<file path="src/rtl/hazard_pkg.sv">
// Purpose: shared constants for the pipeline hazard controller (FSM states, forward selects).
// Latency: n/a (package only).
// Backpressure: n/a; fw_sel() is the operand-forwarding priority rule, MEM stage before WB.
package hazard_pkg;

  // Memory wait FSM state encoding
  localparam logic [1:0] RUN  = 2'd0;
  localparam logic [1:0] WAIT = 2'd1;
  localparam logic [1:0] DONE = 2'd2;

  // EXE operand mux selects
  localparam logic [1:0] FW_REG = 2'b00;
  localparam logic [1:0] FW_MEM = 2'b01;
  localparam logic [1:0] FW_WB  = 2'b10;

  // The MEM-stage result is younger than the WB result, so it wins when both match.
  function automatic logic [1:0] fw_sel(input logic [3:0] src_fu,
                                        input logic [3:0] mem_dest,
                                        input logic       mem_wb_en,
                                        input logic [3:0] wb_dest,
                                        input logic       wb_en);
    if (mem_wb_en && (src_fu == mem_dest))
      return FW_MEM;
    else if (wb_en && (src_fu == wb_dest))
      return FW_WB;
    else
      return FW_REG;
  endfunction

endpackage

</file>
<file path="src/rtl/pipeline_hazard_ctrl_if.sv">
// Purpose: bundles the ID/EXE/MEM/WB status inputs and the hazard/flush/freeze/forward outputs.
// Latency: n/a (wiring only).
// Backpressure: freeze is the only hold signal; the bundle carries no valid/ready handshake.
// Modports: slave = the controller (reads stage status, drives controls);
//           master = the pipeline side (drives stage status, reads controls).
interface pipeline_hazard_ctrl_if;
  logic [3:0] src1;
  logic [3:0] src2;
  logic       two_src;
  logic [3:0] exe_dest;
  logic       exe_wb_en;
  logic       exe_mem_r_en;
  logic [3:0] mem_dest;
  logic       mem_wb_en;
  logic       mem_r_en;
  logic       mem_w_en;
  logic [3:0] src1_fu;
  logic [3:0] src2_fu;
  logic [3:0] wb_dest;
  logic       wb_en;
  logic       branch_taken;
  logic       hazard;
  logic       flush;
  logic       freeze;
  logic [1:0] sel_src1;
  logic [1:0] sel_src2;

  modport slave (
    input  src1, src2, two_src, exe_dest, exe_wb_en, exe_mem_r_en,
           mem_dest, mem_wb_en, mem_r_en, mem_w_en,
           src1_fu, src2_fu, wb_dest, wb_en, branch_taken,
    output hazard, flush, freeze, sel_src1, sel_src2
  );

  modport master (
    output src1, src2, two_src, exe_dest, exe_wb_en, exe_mem_r_en,
           mem_dest, mem_wb_en, mem_r_en, mem_w_en,
           src1_fu, src2_fu, wb_dest, wb_en, branch_taken,
    input  hazard, flush, freeze, sel_src1, sel_src2
  );
endinterface

</file>
<file path="src/rtl/mem_wait_fsm.sv">
// Purpose: wait-state FSM that freezes the pipeline while a data-memory access occupies MEM.
// Latency: freeze rises combinationally with mem_req and stays high MEM_LATENCY-1 cycles.
// Backpressure: freeze holds every stage register; mem_req is ignored in DONE (same access leaving).
// Ports: clk, rst (async active-low, also forces freeze low), mem_req in, freeze out.
module mem_wait_fsm
  import hazard_pkg::*;
#(
  parameter int MEM_LATENCY = 6,
  parameter int CNT_W       = 4
) (
  input  logic clk,
  input  logic rst,
  input  logic mem_req,
  output logic freeze
);

  localparam logic [CNT_W-1:0] CNT_INIT = CNT_W'((MEM_LATENCY >= 3) ? (MEM_LATENCY - 2) : 0);
  localparam logic [CNT_W-1:0] CNT_ONE  = CNT_W'(1);

  logic [1:0]       state, state_nxt;
  logic [CNT_W-1:0] cnt, cnt_nxt;
  logic             freeze_raw;

  always_comb begin
    state_nxt  = state;
    cnt_nxt    = cnt;
    freeze_raw = 1'b0;
    case (state)
      RUN: begin
        if (mem_req && (MEM_LATENCY >= 2)) begin
          freeze_raw = 1'b1;
          if (MEM_LATENCY >= 3) begin
            state_nxt = WAIT;
            cnt_nxt   = CNT_INIT;
          end else begin
            state_nxt = DONE;
          end
        end
      end
      WAIT: begin
        freeze_raw = 1'b1;
        cnt_nxt    = cnt - CNT_ONE;
        if (cnt == CNT_ONE)
          state_nxt = DONE;
      end
      DONE:    state_nxt = RUN;
      default: state_nxt = RUN;
    endcase
  end

  always_ff @(posedge clk or negedge rst) begin
    if (!rst) begin
      state <= RUN;
      cnt   <= '0;
    end else begin
      state <= state_nxt;
      cnt   <= cnt_nxt;
    end
  end

  // Gating with rst drops freeze in the very cycle reset asserts, even mid-access.
  assign freeze = freeze_raw & rst;

endmodule

</file>
<file path="src/rtl/pipeline_hazard_ctrl.sv">
// Purpose: pipeline sequencer: RAW hazard stall, branch flush, memory freeze, forward selects.
// Latency: all controls combinational from current stage status; only the freeze FSM holds state.
// Backpressure: freeze holds all stages and dominates hazard; flush masks hazard and is held off while frozen.
// Ports: clk, rst (async active-low, forces all outputs low), bus (pipeline_hazard_ctrl_if.slave).
// Build option: FORWARDING_EN -> load-use-only hazard plus sel_src1/sel_src2; otherwise full RAW stall, selects tied 00.
module pipeline_hazard_ctrl
  import hazard_pkg::*;
#(
  parameter int MEM_LATENCY = 6,
  parameter int CNT_W       = 4
) (
  input  logic                        clk,
  input  logic                        rst,
  pipeline_hazard_ctrl_if.slave       bus
);

  logic       mem_req;
  logic       freeze_int;
  logic       flush_int;
  logic       raw;
  logic [1:0] sel1_int;
  logic [1:0] sel2_int;

  assign mem_req = bus.mem_r_en | bus.mem_w_en;

  mem_wait_fsm #(
    .MEM_LATENCY (MEM_LATENCY),
    .CNT_W       (CNT_W)
  ) u_mem_wait_fsm (
    .clk     (clk),
    .rst     (rst),
    .mem_req (mem_req),
    .freeze  (freeze_int)
  );

  // A branch seen while frozen stays pending in EXE and flushes on the first unfrozen cycle.
  assign flush_int = bus.branch_taken & ~freeze_int;

`ifdef FORWARDING_EN
  logic load_in_exe;
  assign load_in_exe = bus.exe_mem_r_en & bus.exe_wb_en;
  // Everything except load-use is covered by the forwarding muxes.
  assign raw = load_in_exe & ((bus.src1 == bus.exe_dest) |
                              (bus.two_src & (bus.src2 == bus.exe_dest)));
  assign sel1_int = fw_sel(bus.src1_fu, bus.mem_dest, bus.mem_wb_en, bus.wb_dest, bus.wb_en);
  assign sel2_int = fw_sel(bus.src2_fu, bus.mem_dest, bus.mem_wb_en, bus.wb_dest, bus.wb_en);
`else
  logic raw1;
  logic raw2;
  logic unused_fwd;
  assign raw1 = (bus.exe_wb_en & (bus.src1 == bus.exe_dest)) |
                (bus.mem_wb_en & (bus.src1 == bus.mem_dest));
  assign raw2 = bus.two_src & ((bus.exe_wb_en & (bus.src2 == bus.exe_dest)) |
                               (bus.mem_wb_en & (bus.src2 == bus.mem_dest)));
  assign raw      = raw1 | raw2;
  assign sel1_int = FW_REG;
  assign sel2_int = FW_REG;
  assign unused_fwd = ^{bus.exe_mem_r_en, bus.src1_fu, bus.src2_fu, bus.wb_dest, bus.wb_en};
`endif

  assign bus.hazard   = rst & raw & ~flush_int;
  assign bus.flush    = rst & flush_int;
  assign bus.freeze   = freeze_int;
  assign bus.sel_src1 = rst ? sel1_int : FW_REG;
  assign bus.sel_src2 = rst ? sel2_int : FW_REG;

endmodule
</file>
<file path="src/flat_wrapper.sv">
// flat-port wrapper written by rule: the top's interface ports become plain ports
module pipeline_hazard_ctrl_flat import hazard_pkg::*;
#(
  parameter int MEM_LATENCY = 6,
  parameter int CNT_W       = 4
)
  (clk, rst, bus_src1, bus_src2, bus_two_src, bus_exe_dest, bus_exe_wb_en, bus_exe_mem_r_en, bus_mem_dest, bus_mem_wb_en, bus_mem_r_en, bus_mem_w_en, bus_src1_fu, bus_src2_fu, bus_wb_dest, bus_wb_en, bus_branch_taken, bus_hazard, bus_flush, bus_freeze, bus_sel_src1, bus_sel_src2);
  pipeline_hazard_ctrl_if bus_i ();
  input  logic clk;
  input  logic rst;
  input wire logic [$bits(bus_i.src1)-1:0] bus_src1;
  input wire logic [$bits(bus_i.src2)-1:0] bus_src2;
  input wire logic [$bits(bus_i.two_src)-1:0] bus_two_src;
  input wire logic [$bits(bus_i.exe_dest)-1:0] bus_exe_dest;
  input wire logic [$bits(bus_i.exe_wb_en)-1:0] bus_exe_wb_en;
  input wire logic [$bits(bus_i.exe_mem_r_en)-1:0] bus_exe_mem_r_en;
  input wire logic [$bits(bus_i.mem_dest)-1:0] bus_mem_dest;
  input wire logic [$bits(bus_i.mem_wb_en)-1:0] bus_mem_wb_en;
  input wire logic [$bits(bus_i.mem_r_en)-1:0] bus_mem_r_en;
  input wire logic [$bits(bus_i.mem_w_en)-1:0] bus_mem_w_en;
  input wire logic [$bits(bus_i.src1_fu)-1:0] bus_src1_fu;
  input wire logic [$bits(bus_i.src2_fu)-1:0] bus_src2_fu;
  input wire logic [$bits(bus_i.wb_dest)-1:0] bus_wb_dest;
  input wire logic [$bits(bus_i.wb_en)-1:0] bus_wb_en;
  input wire logic [$bits(bus_i.branch_taken)-1:0] bus_branch_taken;
  output wire logic [$bits(bus_i.hazard)-1:0] bus_hazard;
  output wire logic [$bits(bus_i.flush)-1:0] bus_flush;
  output wire logic [$bits(bus_i.freeze)-1:0] bus_freeze;
  output wire logic [$bits(bus_i.sel_src1)-1:0] bus_sel_src1;
  output wire logic [$bits(bus_i.sel_src2)-1:0] bus_sel_src2;
  assign bus_i.src1 = bus_src1;
  assign bus_i.src2 = bus_src2;
  assign bus_i.two_src = bus_two_src;
  assign bus_i.exe_dest = bus_exe_dest;
  assign bus_i.exe_wb_en = bus_exe_wb_en;
  assign bus_i.exe_mem_r_en = bus_exe_mem_r_en;
  assign bus_i.mem_dest = bus_mem_dest;
  assign bus_i.mem_wb_en = bus_mem_wb_en;
  assign bus_i.mem_r_en = bus_mem_r_en;
  assign bus_i.mem_w_en = bus_mem_w_en;
  assign bus_i.src1_fu = bus_src1_fu;
  assign bus_i.src2_fu = bus_src2_fu;
  assign bus_i.wb_dest = bus_wb_dest;
  assign bus_i.wb_en = bus_wb_en;
  assign bus_i.branch_taken = bus_branch_taken;
  assign bus_hazard = bus_i.hazard;
  assign bus_flush = bus_i.flush;
  assign bus_freeze = bus_i.freeze;
  assign bus_sel_src1 = bus_i.sel_src1;
  assign bus_sel_src2 = bus_i.sel_src2;
  pipeline_hazard_ctrl #(.MEM_LATENCY(MEM_LATENCY), .CNT_W(CNT_W)) u_core (.clk(clk), .rst(rst), .bus(bus_i));
endmodule
</file>
<file path="config.mk">
export PLATFORM = sky130hd
export DESIGN_NAME = pipeline_hazard_ctrl_flat
export DESIGN_NICKNAME = d
export VERILOG_FILES = /design/src/rtl/hazard_pkg.sv /design/src/rtl/pipeline_hazard_ctrl_if.sv /design/src/rtl/mem_wait_fsm.sv /design/src/rtl/pipeline_hazard_ctrl.sv /design/src/flat_wrapper.sv
export SDC_FILE = /design/constraint.sdc
export NUM_CORES = 1
export LEC_CHECK = 0
export CAP_MARGIN = 20
export CORE_MARGIN = 4
export CORE_UTILIZATION = 34
export DETAILED_ROUTE_END_ITERATION = 16
export HOLD_SLACK_MARGIN = 0.02
export PLACE_DENSITY = 0.83
export SLEW_MARGIN = 20
export SYNTH_ARGS = -nofsm -noshare
export SYNTH_HDL_FRONTEND = slang
export SYNTH_HIERARCHICAL = 1
export SYNTH_SLANG_ARGS = --single-unit
</file>
<file path="constraint.sdc">
create_clock -name clk -period 2 [get_ports clk]
set_input_delay 0.3 -clock clk [delete_from_list [all_inputs] [get_ports clk]]
set_output_delay 0.3 -clock clk [all_outputs]
set_load 0.02 [all_outputs]
</file>
After elaboration in Yosys (flattened, before gate mapping)

Cells that the tools add are included.

Register bits: 6
Latch bits: 0
RAM bits: 0
ROM bits: 0
Bits of input ports: 38
Output and inout bits: 7
Word-level logic and storage cells: 38
Memories: 0

Add/sub/neg operators: 1
$mul: 0
Divide/modulo/power cells: 0
Magnitude comparators: 0
Equality and inequality tests: 8
Shift-type cells: 0
Multiplexer cells: 7
Bitwise gates (word level): 16
Reduce and logical (&&, ||, !) cells: 4

Operators by type and width:

| operator            | number |
|---|---|
| $eq 4x4->1          | 4 |
| $and 1x1->1         | 10 |
| $pmux 4 s2          | 1 |
| $eq 4x1->1 const B  | 1 |
| $mux 2              | 2 |
| $mux 4              | 1 |
| $or 1x1->1          | 4 |
| $pmux 2 s2          | 1 |
| $reduce_and 2->1    | 2 |
| $sub 4x1->4 const B | 1 |
| $eq 2x1->1 const B  | 1 |
| $logic_not 2->1     | 1 |
| $ne 2x1->1 const B  | 1 |
| $ne 2x2->1 const B  | 1 |
| $not 1->1           | 2 |
| $pmux 1 s2          | 1 |
| $reduce_bool 2->1   | 1 |
| $mux 1              | 1 |

Depth between registers and ports, before layout

Word-level depth: 8
Mapped depth: 5
Gate-level depth less buffers: 5

Modules after synthesis

The synthesis kept the hierarchy.

By module, submodules not included:

| module               | times used | cells an instance | area an instance (sq um) | sequential area each (sq um) |
|---|---|---|---|---|
| mem_wait_fsm         | 1          | 30                | 302.8                    | 150.1 |
| pipeline_hazard_ctrl | 1          | 34                | 246.5                    | 0.0 |

Worst setup path after synthesis

OpenSTA, ideal clock, no wires.

Path kind: input to output
Start point: input bus_mem_w_en
End point: output bus_flush
Data arrival time: 1508 ps
Data required time: 1700 ps
Setup slack: 192 ps
Stages on the path: 4
Path buffers: 0
Cells stage by stage: or2_2 > o21bai_2 > nor2_1 > nor3b_1

Cells in the longest elaborated chain, start to end: 7

RTL lines:

| what                 | line                       | source |
|---|---|---|
| start: declaration   | flat_wrapper.sv:20         | `input wire logic [$bits(bus_i.mem_w_en)-1:0] bus_mem_w_en;` |
| $or 1x1->1           | pipeline_hazard_ctrl.sv:24 | `assign mem_req = bus.mem_r_en \| bus.mem_w_en;` |
| $mux 1               | mem_wait_fsm.sv:30         | `if (mem_req && (MEM_LATENCY >= 2)) begin` |
| $pmux 1 s2           | mem_wait_fsm.sv:28         | `case (state)` |
| $and 1x1->1          | mem_wait_fsm.sv:62         | `assign freeze = freeze_raw & rst;` |
| named net bus_freeze | flat_wrapper.sv:28         | `output wire logic [$bits(bus_i.freeze)-1:0] bus_freeze;` |
| $not 1->1            | pipeline_hazard_ctrl.sv:37 | `assign flush_int = bus.branch_taken & ~freeze_int;` |
| $and 1x1->1          | pipeline_hazard_ctrl.sv:37 |  |
| $and 1x1->1          | pipeline_hazard_ctrl.sv:62 | `assign bus.flush = rst & flush_int;` |
| end: declaration     | flat_wrapper.sv:27         | `output wire logic [$bits(bus_i.flush)-1:0] bus_flush;` |

The timed path passes the listed nets, and every way through them passes these cells.

Worst setup path in the final report

Start point: input bus_exe_dest[3]
End point: output bus_hazard

Cells in the longest elaborated chain, start to end: 7
Elaborated cells between the ends (all ways): 10
Classes of those cells: eq/ne (2); bitwise (8)

RTL lines:

| what                        | line                       | source |
|---|---|---|
| start: declaration          | flat_wrapper.sv:14         | `input wire logic [$bits(bus_i.exe_dest)-1:0] bus_exe_dest;` |
| $eq 4x4->1                  | pipeline_hazard_ctrl.sv:53 | `assign raw2 = bus.two_src & ((bus.exe_wb_en & (bus.src2 == bus.exe_dest)) \|` |
| $and 1x1->1                 | pipeline_hazard_ctrl.sv:53 |  |
| $or 1x1->1                  | pipeline_hazard_ctrl.sv:53 |  |
| $and 1x1->1                 | pipeline_hazard_ctrl.sv:53 |  |
| $or 1x1->1 *                | pipeline_hazard_ctrl.sv:55 | `assign raw = raw1 \| raw2;` |
| $and 1x1->1 * (2 in series) | pipeline_hazard_ctrl.sv:61 | `assign bus.hazard = rst & raw & ~flush_int;` |
| end: declaration            | flat_wrapper.sv:26         | `output wire logic [$bits(bus_i.hazard)-1:0] bus_hazard;` |

Every way passes the cells marked *; elsewhere a longest branch is shown, timed or not.

==> out/metrics.yaml <==
status:
  outcome: "finished clean"
power_and_ir_drop:
  fin_total_pwr_mw: 0.660
  p_per_area_nw_per_um2: 762
  p_leak_nw: 0.388
  ir_drop_uv: 600
logic_synthesis:
  yosysSeqAreaShare_pct: 27.3
  synth_top_family_by_area: "XOR/XNOR gates"
  synth-simple-area-share_pct: 19.8
  synth_xor_area_share_pct: 25.5
  synthMuxAreaShare_pct: 0
  syn_inst: 64
  syn_area_sq_um: 549
  synth_cell_types: 24
  avgSynthCellArea_sq_um: 8.58
  synth_fa_ha_area_share_pct: 4.56
  synth_top_area_cell: "dfrtp_1"
  yosys-top-cells-area: "dfrtp_1 (27%), xor2_1 (19%), xnor2_1 (6.4%)"
  ys_seq_elements: 6
  ys_warn_count: 6
  synth_top_area_share_pct: 27.3
  synth-compound-area-share_pct: 13.9
layout:
  fin_util_pct: 56.8
  drive_gt1_share_pct: 14.6
  instances_no_fill: 112
  postLayoutCellArea_sq_um: 866
  antennaDiodeCount: 0
  area_delta_synth_final_pct: 57.6
  fin_nets: 138
floorplan:
  ios: 45
  die-area_sq_um: 2320
  initial_utilization_pct: 36.0
  core_area_sq_um: 1520
  fp.dieW_um: 48.2
  row_count: 14
  die_h_um: 48.2
global_routing:
  grt_start_max_net_pins: 9
  antenna_found_initial: 0
  grt_pass1_vias: 524
  grt_overflow: 0
  grt_pass1_wl_um: 2130
  grt_usage_pct: 13.8
timing:
  setup_viol: 0
  finalSetupTns_ns: 0
  final-hold-violation-count: 0
  post-route-period-util_pct: 97.1
  hold_ws_ns: 0.372
  drv_slew: 0
  clock_skew_ns: 0.00586
  max_freq_ghz: 0.515
  setup_ws_ns: 0.0575
  min_period_ns: 1.94
setup_path:
  cp-end-kind: "output pin"
  cp_cell_sequence: "clkdlybuf4s50_1 -> xor2_1 -> nor4_2 -> a31oi_1 -> a21oi_1 -> buf_4"
  startpoint: "bus_exe_dest[3]"
  cp.required_ns: 1.70
  crit_type: "in2out"
  slowest_delay_ns: 0.46
  crit_path_start_kind: "input pin"
  rrSetupSlack_ns: 0.85
  crit_fanout: 2
  r2r-start: "u_core/u_mem_wait_fsm/cnt[0]"
  r2r_end: "u_core/u_mem_wait_fsm/cnt[3]"
  path_delay_family: "buffers and inverters"
  cp_slowest_cell: "clkdlybuf4s50_1"
  r2r_cells: 3
  critical_path_buf_inv_count: 2
  crit_arrival_ns: 1.64
place:
  port_buffers: 26
  placed_area_sq_um: 841
  gp_congestion: 0.808
  post-dp-hpwl_um: 1220
  pre_cts_ws_ns: -0.378
  place_inst: 109
clocking:
  cts-root-buf: "clkbuf_4"
  h-tree-depth: 1
  clk_latency_ns: 0.25
  cts_setup_buffers: 0
  cts_tree: "built"
  clockBufferDepth: 2
  cts_buffers: 3
  cts_sinks: 6
  clk_pin_slew_worst_paths_ns: 0.05
  cts_hold_buf: 0
detailed_routing:
  dr_total_vias: 544
  drt_wl_total_um: 1490
  ant_nets: 0
  first_iter_violations: 16
  firstDrtPassIters: 4
  post_drt_wl_per_cell_um: 13.3
  viasPerCell: 4.86
  post-route-drc-count: 0
flow_run:
  cap_violations: 0
worst_hold_path:
  min_path_type: "in2async"
how the worst max path moves through the flow:
| stage | endpoint | slack [ns] | cells past startpoint |
|---|---|---|---|
| global route | bus_hazard | -0.04 | 6 |
| CTS | bus_flush | 0.009 | 6 |
| global placement | bus_hazard | -0.31 | 7 |
| detailed placement | bus_hazard | -0.38 | 7 |
| floorplan | bus_flush | 0.19 | 4 |
| finish | bus_hazard | 0.06 | 6 |
cell usage in the layout, fill, tap and decap left out:
| cell type | n |
|---|---|
| a21oi_1 | 2 |
| a31oi_1 | 3 |
| buf_2 | 1 |
| buf_4 | 5 |
| clkbuf_4 | 3 |
| clkdlybuf4s50_1 | 21 |
| conb_1 | 4 |
| dfrtp_1 | 6 |
| dlygate4sd2_1 | 1 |
| dlymetal6s2s_1 | 2 |
| ha_1 | 2 |
| inv_1 | 4 |
| nand2_1 | 4 |
| nand2b_1 | 1 |
| nand3_1 | 3 |
| nand3b_1 | 1 |
| nor2_1 | 3 |
| nor2b_1 | 1 |
| nor3_1 | 2 |
| nor3b_1 | 1 |
| nor4_1 | 1 |
| nor4_2 | 1 |
| o21ai_0 | 2 |
| o21ai_1 | 2 |
| o21bai_2 | 1 |
| o311ai_2 | 1 |
| or2_2 | 1 |
| or3_4 | 1 |
| xnor2_1 | 4 |
| xor2_1 | 12 |
power breakdown:
part	switching, mW	internal [mW]	leakage, nW
Combinational	0.153	0.166	0.303
Sequential	0.0531	0.175	0.0707
Clock	0.0451	0.0680	0.0138
Total	0.251	0.409	0.388
timing repair:
item,CTS,global route
pin swaps,0,2
setup endpoints to repair,3,2
resized for setup,10,5
endpoints found under the hold margin,0,0
cells in the mapped netlist:
cell	instances
or3_4	1
o311ai_2	1
a21oi_1	2
o21ai_0	3
nand2_1	4
or2_2	1
nand3b_1	1
ha_1	2
nor4_1	2
conb_1	1
nor2b_1	1
nor3_1	2
nand3_1	3
inv_1	4
nor2_1	3
a31oi_1	3
nor3b_1	1
xor2_1	12
dfrtp_1	6
xnor2_1	4
buf_4	4
o21bai_2	1
o21ai_1	1
nand2b_1	1
cell type report:
type                       count  area [sq um]
timing repair buffer          30           287
sequential                     6           150
fill                         151           658
tap                           16          20.0
clock buffer                   3          22.5
multi-input combinational     53           372
inverter                       4          15.0
metal layers:
layer  share of wire, %  up-vias  GRT usage [%]
li1                   -      276              -
met1                 35      244           13.0
met2                 51       24           25.5
met3                 15        0           7.75
met4                  0        0           3.23
met5                  0        -              0
cell families (layout without fill, tap and decap cells):
logic type,Yosys count,count (layout)
other,1,4
adder cells (fa/ha/maj),2,2
XOR/XNOR,16,16
AO/OA/AOI/OAI,11,11
flip-flops,6,6
AND/OR/NAND/NOR,20,20
buffers and inverters,8,37
registers in the layout, summed over array words and instances, names as in the netlist:
| signal | cells |
|---|---|
| u_core/u_mem_wait_fsm/cnt | 4 |
| u_core/u_mem_wait_fsm/state | 2 |
Power figures use the tool's default switching activity.
